**config.mk**
```make
export PLATFORM = sky130hd
export DESIGN_NAME = approx_mul_sweep_engine
export DESIGN_NICKNAME = d
export VERILOG_FILES = /design/src/rtl/approx_sweep_pkg.sv /design/src/rtl/approx_sweep_delay.sv /design/src/rtl/approx_mul_sweep_engine.sv
export SDC_FILE = /design/constraint.sdc
export NUM_CORES = 1
export LEC_CHECK = 0
export ABC_AREA = 1
export CORE_ASPECT_RATIO = 1.2
export CORE_UTILIZATION = 60
export DETAILED_ROUTE_END_ITERATION = 6
export PLACE_DENSITY = 0.87
export SYNTH_ARGS = -nofsm -noshare
export SYNTH_HDL_FRONTEND = slang
export SYNTH_SLANG_ARGS = --single-unit
```
**constraint.sdc**
```tcl
create_clock -name clk -period 13.7 [get_ports clk]
set_input_delay 2.74 -clock clk [delete_from_list [all_inputs] [get_ports clk]]
set_output_delay 2.74 -clock clk [all_outputs]
set_load 0.01 [all_outputs]
```
**src/rtl/approx_sweep_pkg.sv**
```systemverilog
// Shared types and width helpers for the approximate-multiplier sweep engine.
package approx_sweep_pkg;

  typedef enum logic [1:0] {
    IDLE  = 2'd0,
    RUN   = 2'd1,
    DRAIN = 2'd2,
    DONE  = 2'd3
  } state_e;

  localparam logic MODE_FULL = 1'b0;
  localparam logic MODE_ROW  = 1'b1;

  // Pair counter must reach 2^(2N) itself, hence one bit beyond 2N.
  function automatic int cnt_width(input int n);
    return 2 * n + 1;
  endfunction

  // Sum of up to 2^(2N) errors, each below 2^(2N).
  function automatic int sum_width(input int n);
    return 4 * n;
  endfunction

endpackage

```
**src/rtl/approx_sweep_delay.sv**
```systemverilog
// Valid/payload shift register that lines issued operands up with a pipelined DUT.
module approx_sweep_delay #(
  parameter int W     = 8,
  parameter int DEPTH = 0
) (
  input  logic         clk,
  input  logic         rst_n,
  input  logic         in_vld,
  input  logic [W-1:0] in_data,
  output logic         out_vld,
  output logic [W-1:0] out_data
);

  if (DEPTH == 0) begin : g_pass
    logic unused_pass;
    assign unused_pass = clk ^ rst_n;
    assign out_vld     = in_vld;
    assign out_data    = in_data;
  end else begin : g_pipe
    logic [DEPTH-1:0] vld_q, vld_d;
    logic [W-1:0]     data_q [DEPTH];
    logic [W-1:0]     data_d [DEPTH];

    always_comb begin
      vld_d[0]  = in_vld;
      data_d[0] = in_data;
      for (int k = 1; k < DEPTH; k++) begin
        vld_d[k]  = vld_q[k-1];
        data_d[k] = data_q[k-1];
      end
    end

    // Clearing the valid bits is what discards in-flight pairs on reset.
    always_ff @(posedge clk) begin
      if (!rst_n) begin
        vld_q <= '0;
        for (int k = 0; k < DEPTH; k++) data_q[k] <= '0;
      end else begin
        vld_q  <= vld_d;
        data_q <= data_d;
      end
    end

    assign out_vld  = vld_q[DEPTH-1];
    assign out_data = data_q[DEPTH-1];
  end

endmodule

```
**src/rtl/approx_mul_sweep_engine.sv**
```systemverilog
// Exhaustive sweep harness: drives every operand pair into an external
// approximate multiplier and accumulates error metrics against the exact product.
module approx_mul_sweep_engine
  import approx_sweep_pkg::*;
#(
  parameter  int N       = 4,
  parameter  int DUT_LAT = 0,
  localparam int P_FULL  = 2 ** (2 * N),
  localparam int CNT_W   = cnt_width(N),
  localparam int SUM_W   = sum_width(N),
  localparam int PROD_W  = 2 * N
) (
  input  logic              clk,
  input  logic              rst_n,
  input  logic              start,
  input  logic              mode,
  input  logic [N-1:0]      row_a,
  output logic [N-1:0]      dut_a,
  output logic [N-1:0]      dut_b,
  input  logic [PROD_W-1:0] dut_prod,
  output logic              busy,
  output logic              done,
  output logic [CNT_W-1:0]  err_count,
  output logic [SUM_W-1:0]  sum_abs_err,
  output logic [PROD_W-1:0] max_abs_err,
  output logic [N-1:0]      first_err_a,
  output logic [N-1:0]      first_err_b,
  output logic              first_err_vld
);

  localparam int               DRN_W    = (DUT_LAT > 1) ? $clog2(DUT_LAT) : 1;
  localparam logic [DRN_W-1:0] DRN_LAST = DRN_W'((DUT_LAT > 0) ? DUT_LAT - 1 : 0);
  localparam logic [CNT_W-1:0] P_FULL_C = CNT_W'(P_FULL);
  localparam logic [CNT_W-1:0] P_ROW_C  = CNT_W'(2 ** N);

  state_e              state_q, state_d;
  logic [CNT_W-1:0]    idx_q, idx_d;
  logic [DRN_W-1:0]    drn_q, drn_d;
  logic                mode_q, mode_d;
  logic [N-1:0]        row_a_q, row_a_d;
  logic [N-1:0]        a_q, a_d, b_q, b_d;
  logic                iss_vld_q, iss_vld_d;
  logic [CNT_W-1:0]    err_count_q, err_count_d;
  logic [SUM_W-1:0]    sum_q, sum_d;
  logic [PROD_W-1:0]   max_q, max_d;
  logic [N-1:0]        fa_q, fa_d, fb_q, fb_d;
  logic                fv_q, fv_d;

  logic [CNT_W-1:0]    p_count;
  logic                cmp_vld;
  logic [2*N-1:0]      cmp_ab;
  logic [N-1:0]        cmp_a, cmp_b;
  logic [PROD_W-1:0]   exact, abs_diff;
  logic [PROD_W:0]     diff;
  logic                mismatch;

  approx_sweep_delay #(
    .W     (2 * N),
    .DEPTH (DUT_LAT)
  ) u_delay (
    .clk      (clk),
    .rst_n    (rst_n),
    .in_vld   (iss_vld_q),
    .in_data  ({a_q, b_q}),
    .out_vld  (cmp_vld),
    .out_data (cmp_ab)
  );

  // One extra sign bit makes the subtraction safe before taking magnitude.
  always_comb begin
    cmp_a    = cmp_ab[2*N-1:N];
    cmp_b    = cmp_ab[N-1:0];
    exact    = PROD_W'(cmp_a) * PROD_W'(cmp_b);
    diff     = {1'b0, exact} - {1'b0, dut_prod};
    abs_diff = diff[PROD_W] ? PROD_W'(-diff) : diff[PROD_W-1:0];
    mismatch = cmp_vld && (exact != dut_prod);
  end

  always_comb begin
    state_d     = state_q;
    idx_d       = idx_q;
    drn_d       = drn_q;
    mode_d      = mode_q;
    row_a_d     = row_a_q;
    a_d         = a_q;
    b_d         = b_q;
    iss_vld_d   = 1'b0;
    err_count_d = err_count_q;
    sum_d       = sum_q;
    max_d       = max_q;
    fa_d        = fa_q;
    fb_d        = fb_q;
    fv_d        = fv_q;
    p_count     = (mode_q == MODE_ROW) ? P_ROW_C : P_FULL_C;

    // Accumulation follows the delay line, independent of FSM state.
    if (mismatch) begin
      err_count_d = err_count_q + CNT_W'(1);
      sum_d       = sum_q + SUM_W'(abs_diff);
      if (abs_diff > max_q) max_d = abs_diff;
      if (!fv_q) begin
        fa_d = cmp_a;
        fb_d = cmp_b;
        fv_d = 1'b1;
      end
    end

    case (state_q)
      IDLE, DONE: begin
        if (start) begin
          state_d     = RUN;
          idx_d       = '0;
          mode_d      = mode;
          row_a_d     = row_a;
          err_count_d = '0;
          sum_d       = '0;
          max_d       = '0;
          fa_d        = '0;
          fb_d        = '0;
          fv_d        = 1'b0;
        end
      end
      RUN: begin
        if (idx_q != p_count) begin
          a_d       = (mode_q == MODE_ROW) ? row_a_q : idx_q[2*N-1:N];
          b_d       = idx_q[N-1:0];
          idx_d     = idx_q + CNT_W'(1);
          iss_vld_d = 1'b1;
        end else if (DUT_LAT == 0) begin
          state_d = DONE;
        end else begin
          state_d = DRAIN;
          drn_d   = '0;
        end
      end
      DRAIN: begin
        if (drn_q == DRN_LAST) state_d = DONE;
        else drn_d = drn_q + DRN_W'(1);
      end
      default: state_d = IDLE;
    endcase
  end

  always_ff @(posedge clk) begin
    if (!rst_n) begin
      state_q     <= IDLE;
      idx_q       <= '0;
      drn_q       <= '0;
      mode_q      <= 1'b0;
      row_a_q     <= '0;
      a_q         <= '0;
      b_q         <= '0;
      iss_vld_q   <= 1'b0;
      err_count_q <= '0;
      sum_q       <= '0;
      max_q       <= '0;
      fa_q        <= '0;
      fb_q        <= '0;
      fv_q        <= 1'b0;
    end else begin
      state_q     <= state_d;
      idx_q       <= idx_d;
      drn_q       <= drn_d;
      mode_q      <= mode_d;
      row_a_q     <= row_a_d;
      a_q         <= a_d;
      b_q         <= b_d;
      iss_vld_q   <= iss_vld_d;
      err_count_q <= err_count_d;
      sum_q       <= sum_d;
      max_q       <= max_d;
      fa_q        <= fa_d;
      fb_q        <= fb_d;
      fv_q        <= fv_d;
    end
  end

  assign dut_a         = a_q;
  assign dut_b         = b_q;
  assign busy          = (state_q == RUN) || (state_q == DRAIN);
  assign done          = (state_q == DONE);
  assign err_count     = err_count_q;
  assign sum_abs_err   = sum_q;
  assign max_abs_err   = max_q;
  assign first_err_a   = fa_q;
  assign first_err_b   = fb_q;
  assign first_err_vld = fv_q;

endmodule

```
==> results of run 1 <==
cell usage after synthesis (all sizes together) (9+ instances only):
| library cell | instances | share of area [%] |
|---|---|---|
| a21oi | 62 | 7.4 |
| dfxtp | 67 | 29 |
| nand4 | 15 | 2.2 |
| nor2 | 82 | 6.8 |
| inv | 113 | 9.2 |
| nor3 | 10 | 1.7 |
| nand3 | 34 | 4.3 |
| buf | 9 | 1.4 |
| xor2 | 10 | 1.9 |
| nand2 | 137 | 12 |
| o21ai | 44 | 4.8 |
| ha | 43 | 12 |
state kept, by name, indices dropped and copies added, names as in the netlist, 8 cells and up:
register     cells
sum_abs_err     16
idx_q            9
max_abs_err      8
err_count        9
kinds of logic (layout without fill, tap and decap cells):
logic type | count (synthesis) | after routing | synth area share [%]
adder cells (fa/ha/maj) | 49 | 49 | 14.2
AND/OR/NAND/NOR | 286 | 286 | 28.2
flip-flops | 67 | 67 | 29.0
XOR/XNOR | 15 | 15 | 2.84
buffers and inverters | 125 | 197 | 10.9
AO/OA/AOI/OAI | 122 | 122 | 14.9
where the power goes:
part	internal [mW]	leakage [nW]	total (mW)	switching (mW)
logic	0.173	1.95	0.439	0.267
registers	0.228	0.545	0.266	0.0380
clock network	0.0855	0.102	0.168	0.0829
area by class of cell:
| class | instances | area, um2 |
|---|---|---|
| inverters | 113 | 427 |
| flip-flops and latches | 67 | 1340 |
| well taps | 90 | 113 |
| clock buffers | 9 | 124 |
| multi-input cells | 472 | 2780 |
| repair buffers | 68 | 678 |
| clock inverters | 7 | 76.3 |
| fillers | 571 | 1820 |
worst min path at each step:
| stage | cells past startpoint | end | start | slack [ns] |
|---|---|---|---|---|
| after floorplan | 2 | dut_a[0]$_SDFFE_PN0P_ | row_a_q[0]$_SDFFE_PN0P_ | 0.45 |
| after global placement | 2 | first_err_a[3]$_SDFF_PN0_ | first_err_a[3]$_SDFF_PN0_ | 0.43 |
| after detailed placement | 2 | first_err_b[3]$_SDFF_PN0_ | first_err_b[3]$_SDFF_PN0_ | 0.44 |
| after CTS | 2 | first_err_b[3]$_SDFF_PN0_ | first_err_b[3]$_SDFF_PN0_ | 0.46 |
| after global routing | 2 | first_err_a[2]$_SDFF_PN0_ | first_err_a[2]$_SDFF_PN0_ | 0.48 |
| final | 2 | first_err_b[0]$_SDFF_PN0_ | first_err_b[0]$_SDFF_PN0_ | 0.46 |
through the flow:
step	hold WS (ns)	worst slack, ns	area [um2]
4_1_cts	0.455	7.90	5540
3_3_place_gp	0.432	7.68	5340
2_1_floorplan	0.450	8.36	4620
3_5_place_dp	0.435	7.51	5340
6_report	0.456	7.85	5540
5_1_grt	0.476	7.61	5540
worst max-delay path: stages:
cell and delay (ns):
clkdlybuf4s50_1 0.44, ha_1 0.24, fa_1 0.53, nand2_1 0.06, a21oi_1 0.18, nand3_1 0.11, nor2_1 0.17, nand3_1 0.12
nand3_1 0.11, nand2_1 0.13, ha_1 0.33, nand4_1 0.12, o21ai_0 0.32, nand2_4 0.15, inv_2 0.14, nand3_1 0.10
nand2_1 0.06, inv_1 0.03
per-layer routing:
| layer | part of all wire (%) | GRT usage, % |
|---|---|---|
| met2 | 50 | 50.9 |
| met4 | 3.1 | 14.4 |
| met3 | 4.6 | 3.46 |
| met5 | 0 | 0 |
| met1 | 42 | 35.5 |
==> results.cfg, run 1 <==
[global_route]
grt_pass1_vias = 4239
grt_pass1_wl_um = 18700
antenna_found_initial = 0
grt_overflow = 0
grtUsageTotal_pct = 29.6
grt_max_degree = 35

[clock_network]
cts.sinks = 67
cts_setup_buffers = 0
cts_made_buffers = 9
clock_latency_ns = 0.35
clockBufferDepth = 2
clkTransAtPathRegs_ns = 0.08
tritoncts = yes
cts_hold_buffers = 0
cts_root_buf = clkbuf_8
cts_resized = 0
htreeDepth = 3

[worst_setup_path]
cp-endpoint = max_abs_err[7]$_SDFF_PN0_
r2r_slack_ns = 8.17
crit_fanout = 10
crit_start = dut_prod[0]
worstReg2RegEnd = sum_abs_err[14]$_SDFF_PN0_
worstSetupEndpointType = register
r2r_start = dut_a[0]$_SDFFE_PN0P_
cp.required_ns = 13.95
path_class = primary input to register
reg2reg_depth = 27
cp.arrival_ns = 6.10
start_kind = primary input

[logic_synthesis]
syn-cell-area_um2 = 4620
synth-edff-count = 0
synth.avg_cell_area_um2 = 6.96
synthCells = 664
synth_nets = 729
synth_ff_type = dfxtp_1
ys_warn_count = 0
synth.distinct_cells = 43
async_flop_share_pct = 0
ys_ff_latch = 67
seq_area_frac_synth_pct = 29.0

[floorplanning]
die_h_um = 98.1
die_w_um = 82.1
die-area_um2 = 8060
initial_core_util_pct = 62.8
row_count = 34
io_pins = 68
coreArea_um2 = 7360

[timing]
fin_crit_sh_pct = 42.7
tightest_slew_ns = 0.566
finalHoldViolations = 0
period_needed_ns = 5.85
finalClockSkew_ns = 0.0120
rsz0062_at_grt = false
maxSlewViolCount = 0
setup-violations-final = 0
tns_ns = 0
relSlewSlack_pct = 62.2
fmax_ghz = 0.171

[hold_path]
min_path_type = register to register

[drt]
first_iter_violations = 230
vias_per_cell = 5.49
post_drt_wl_per_cell_um = 13.5
vias = 4533
dr.pass1.iters = 5
drc_errors = 0
drtAntennaViolNets = 0
wirelength_um = 11100

[power_and_ir_drop]
power_mw = 0.874
irDropWorstVdd_v = 0.000104
pwr_density_cell_nw_per_um2 = 158
leakagePower_nw = 2.60

[placement]
gp_congestion = 0.914
dp_cells = 810
dp.final_hpwl_um = 8400
port_buffers = 67

[cells_and_area]
drive_above_1_share_pct = 8.15
final_core_util_pct = 75.2
final_common_cell = nand2_1
syn_to_final_growth_pct = 19.8
diodes = 0
final_cell_mix = 127 x nand2_1, 105 x inv_1, 79 x nor2_1
nNetsFinal = 796
final_cells = 826

[run_status]
outcome = completed

[run]
cap_violations = 0
No activity file was read; power rests on OpenSTA's default activity.
==> inputs of run 2 (changes only) <==
Settings changed: CORE_UTILIZATION 60 to 55, PLACE_DENSITY 0.87 to 0.81.
Clock period 13.7 ns to 5.8 ns, I/O delays scaled along.
==> results.cfg, run 2 (synthesized netlist as in run 1, its figures left out) <==
[global_route]
grt_overflow = 0
grt_pass1_wl_um = 18600
antenna_found_initial = 0
grt_max_degree = 26
grt_pass1_vias = 4242
grtUsageTotal_pct = 26.6

[cells_and_area]
nNetsFinal = 797
syn_to_final_growth_pct = 21.0
diodes = 0
fillers = 705
largest_register_ff_count = 16
final_cell_mix = 127 x nand2_1, 105 x inv_1, 79 x nor2_1
final_common_cell = nand2_1
final_cells = 851
final_core_util_pct = 68.6
finalInstanceArea_um2 = 5590
drive_above_1_share_pct = 8.14

[placement]
port_buffers = 67
dp_cells = 835
gp_congestion = 1.06
dp.final_hpwl_um = 8550
post-place-ws_ns = 0.625
dpl_cell_area_um2 = 5380

[worst_setup_path]
worstSetupEndpointType = register
r2r_start = dut_a[2]$_SDFFE_PN0P_
cp.arrival_ns = 5.47
reg2reg_depth = 27
crit_start = dut_a[2]$_SDFFE_PN0P_
path_class = register to register
start_kind = register
worstReg2RegEnd = sum_abs_err[14]$_SDFF_PN0_
r2r_slack_ns = 0.58
crit_fanout = 7
cp-endpoint = sum_abs_err[14]$_SDFF_PN0_
cp.required_ns = 6.05

[clock_network]
cts_setup_buffers = 0
cts_made_buffers = 9
tritoncts = yes
clkTransAtPathRegs_ns = 0.08
cts.sinks = 67
cts_root_buf = clkbuf_8
clock_latency_ns = 0.35
htreeDepth = 3
cts_hold_buffers = 0
cts_resized = 0
clockBufferDepth = 2

[timing]
setup-violations-final = 0
fin_crit_sh_pct = 90.0
hold_ws_ns = 0.448
finalClockSkew_ns = 0.0151
rsz0062_at_grt = false
fmax_ghz = 0.192
period_needed_ns = 5.22
finalHoldViolations = 0
final.setup.worst_slack_ns = 0.583
relSlewSlack_pct = 51.0
tns_ns = 0
maxSlewViolCount = 0
tightest_slew_ns = 0.734

[power_and_ir_drop]
leakagePower_nw = 2.61
power.switching_mw = 0.908
irDropWorstVdd_v = 0.000404
clockPowerShare_pct = 20.5
combPwrFrac_pct = 50.1
power.internal_mw = 1.19
pwr_density_cell_nw_per_um2 = 376
seqPwrFrac_pct = 29.3
switching_share_pct = 43.2
power_mw = 2.10

[run]
cap_violations = 0

[floorplanning]
die-area_um2 = 8780
io_pins = 68
die_w_um = 85.7
coreArea_um2 = 8150
initial_core_util_pct = 56.7
row_count = 36
die_h_um = 102

[drt]
first_iter_violations = 159
drc_errors = 0
dr.pass1.iters = 5
drtAntennaViolNets = 0
vias_per_cell = 5.15
post_drt_wl_per_cell_um = 12.9
vias = 4385
wirelength_um = 10900

[run_status]
outcome = completed

[hold_path]
min_path_type = register to register
-- run 2: cell count changes in the layout (fill, tap and decap cells not counted), sizes merged --
cell      change
clkinvlp      -1
bufinv        +1
buf           +1
clkbuf        +1
inv           -1
-- run 2: power by group through the flow --
stage                     sequential, mW  clock [mW]  combinational [mW]
after detailed placement           0.624           0                1.05
after floorplan                    0.636           0               0.728
after global placement             0.619           0                1.01
after CTS                          0.615       0.438                1.05
after global routing               0.628       0.455                1.18
final                              0.616       0.431                1.05
-- run 2: worst max-delay path, cell delays in order, from the launching register on --
cell and delay (ns):
dfxtp_1 0.49, nand2_1 0.11, fa_1 0.47, fa_1 0.54, inv_1 0.06, fa_1 0.46, a21oi_1 0.14, o21ai_0 0.10
xor2_1 0.16, ha_1 0.37, inv_2 0.07, nor3_4 0.22, nand2_2 0.09, nand3_4 0.12, inv_4 0.06, or2_1 0.21
o21ai_2 0.11, inv_1 0.09, fa_1 0.38, inv_1 0.10, nand3_1 0.07, nand2_1 0.11, a21o_1 0.16, nand3_1 0.11
nor2_1 0.17, nand2_1 0.07, nand2_1 0.05, nor2_1 0.03
-- run 2: how the worst min path moves through the flow --
stage	cells past startpoint	endpoint	slack [ns]	from
floorplan	2	dut_a[0]$_SDFFE_PN0P_	0.45	row_a_q[0]$_SDFFE_PN0P_
global placement	2	first_err_b[0]$_SDFF_PN0_	0.43	first_err_b[0]$_SDFF_PN0_
detailed placement	2	first_err_a[1]$_SDFF_PN0_	0.44	first_err_a[1]$_SDFF_PN0_
CTS	2	first_err_a[2]$_SDFF_PN0_	0.45	first_err_a[2]$_SDFF_PN0_
global route	2	first_err_a[2]$_SDFF_PN0_	0.46	first_err_a[2]$_SDFF_PN0_
finish	2	first_err_a[2]$_SDFF_PN0_	0.45	first_err_a[2]$_SDFF_PN0_
-- run 2: cell type report --
class / instances / area, um2 / share of cell area [%]
inverter: 113 / 427 / 7.63
timing repair buffer: 69 / 686 / 12.3
tap: 114 / 143 / 2.55
clock inverter: 6 / 87.6 / 1.57
multi-input combinational: 472 / 2780 / 49.7
clock buffer: 10 / 128 / 2.28
sequential: 67 / 1340 / 24.0
-- run 2: routing by layer --
layer  part of all wire (%)  GRT usage [%]  vias to the layer above
li1                       -              -                     2280
met4                    2.4           12.1                        0
met2                     53           51.1                       83
met3                    3.0           3.39                       19
met5                      0              0                        -
met1                     42           29.1                     2003
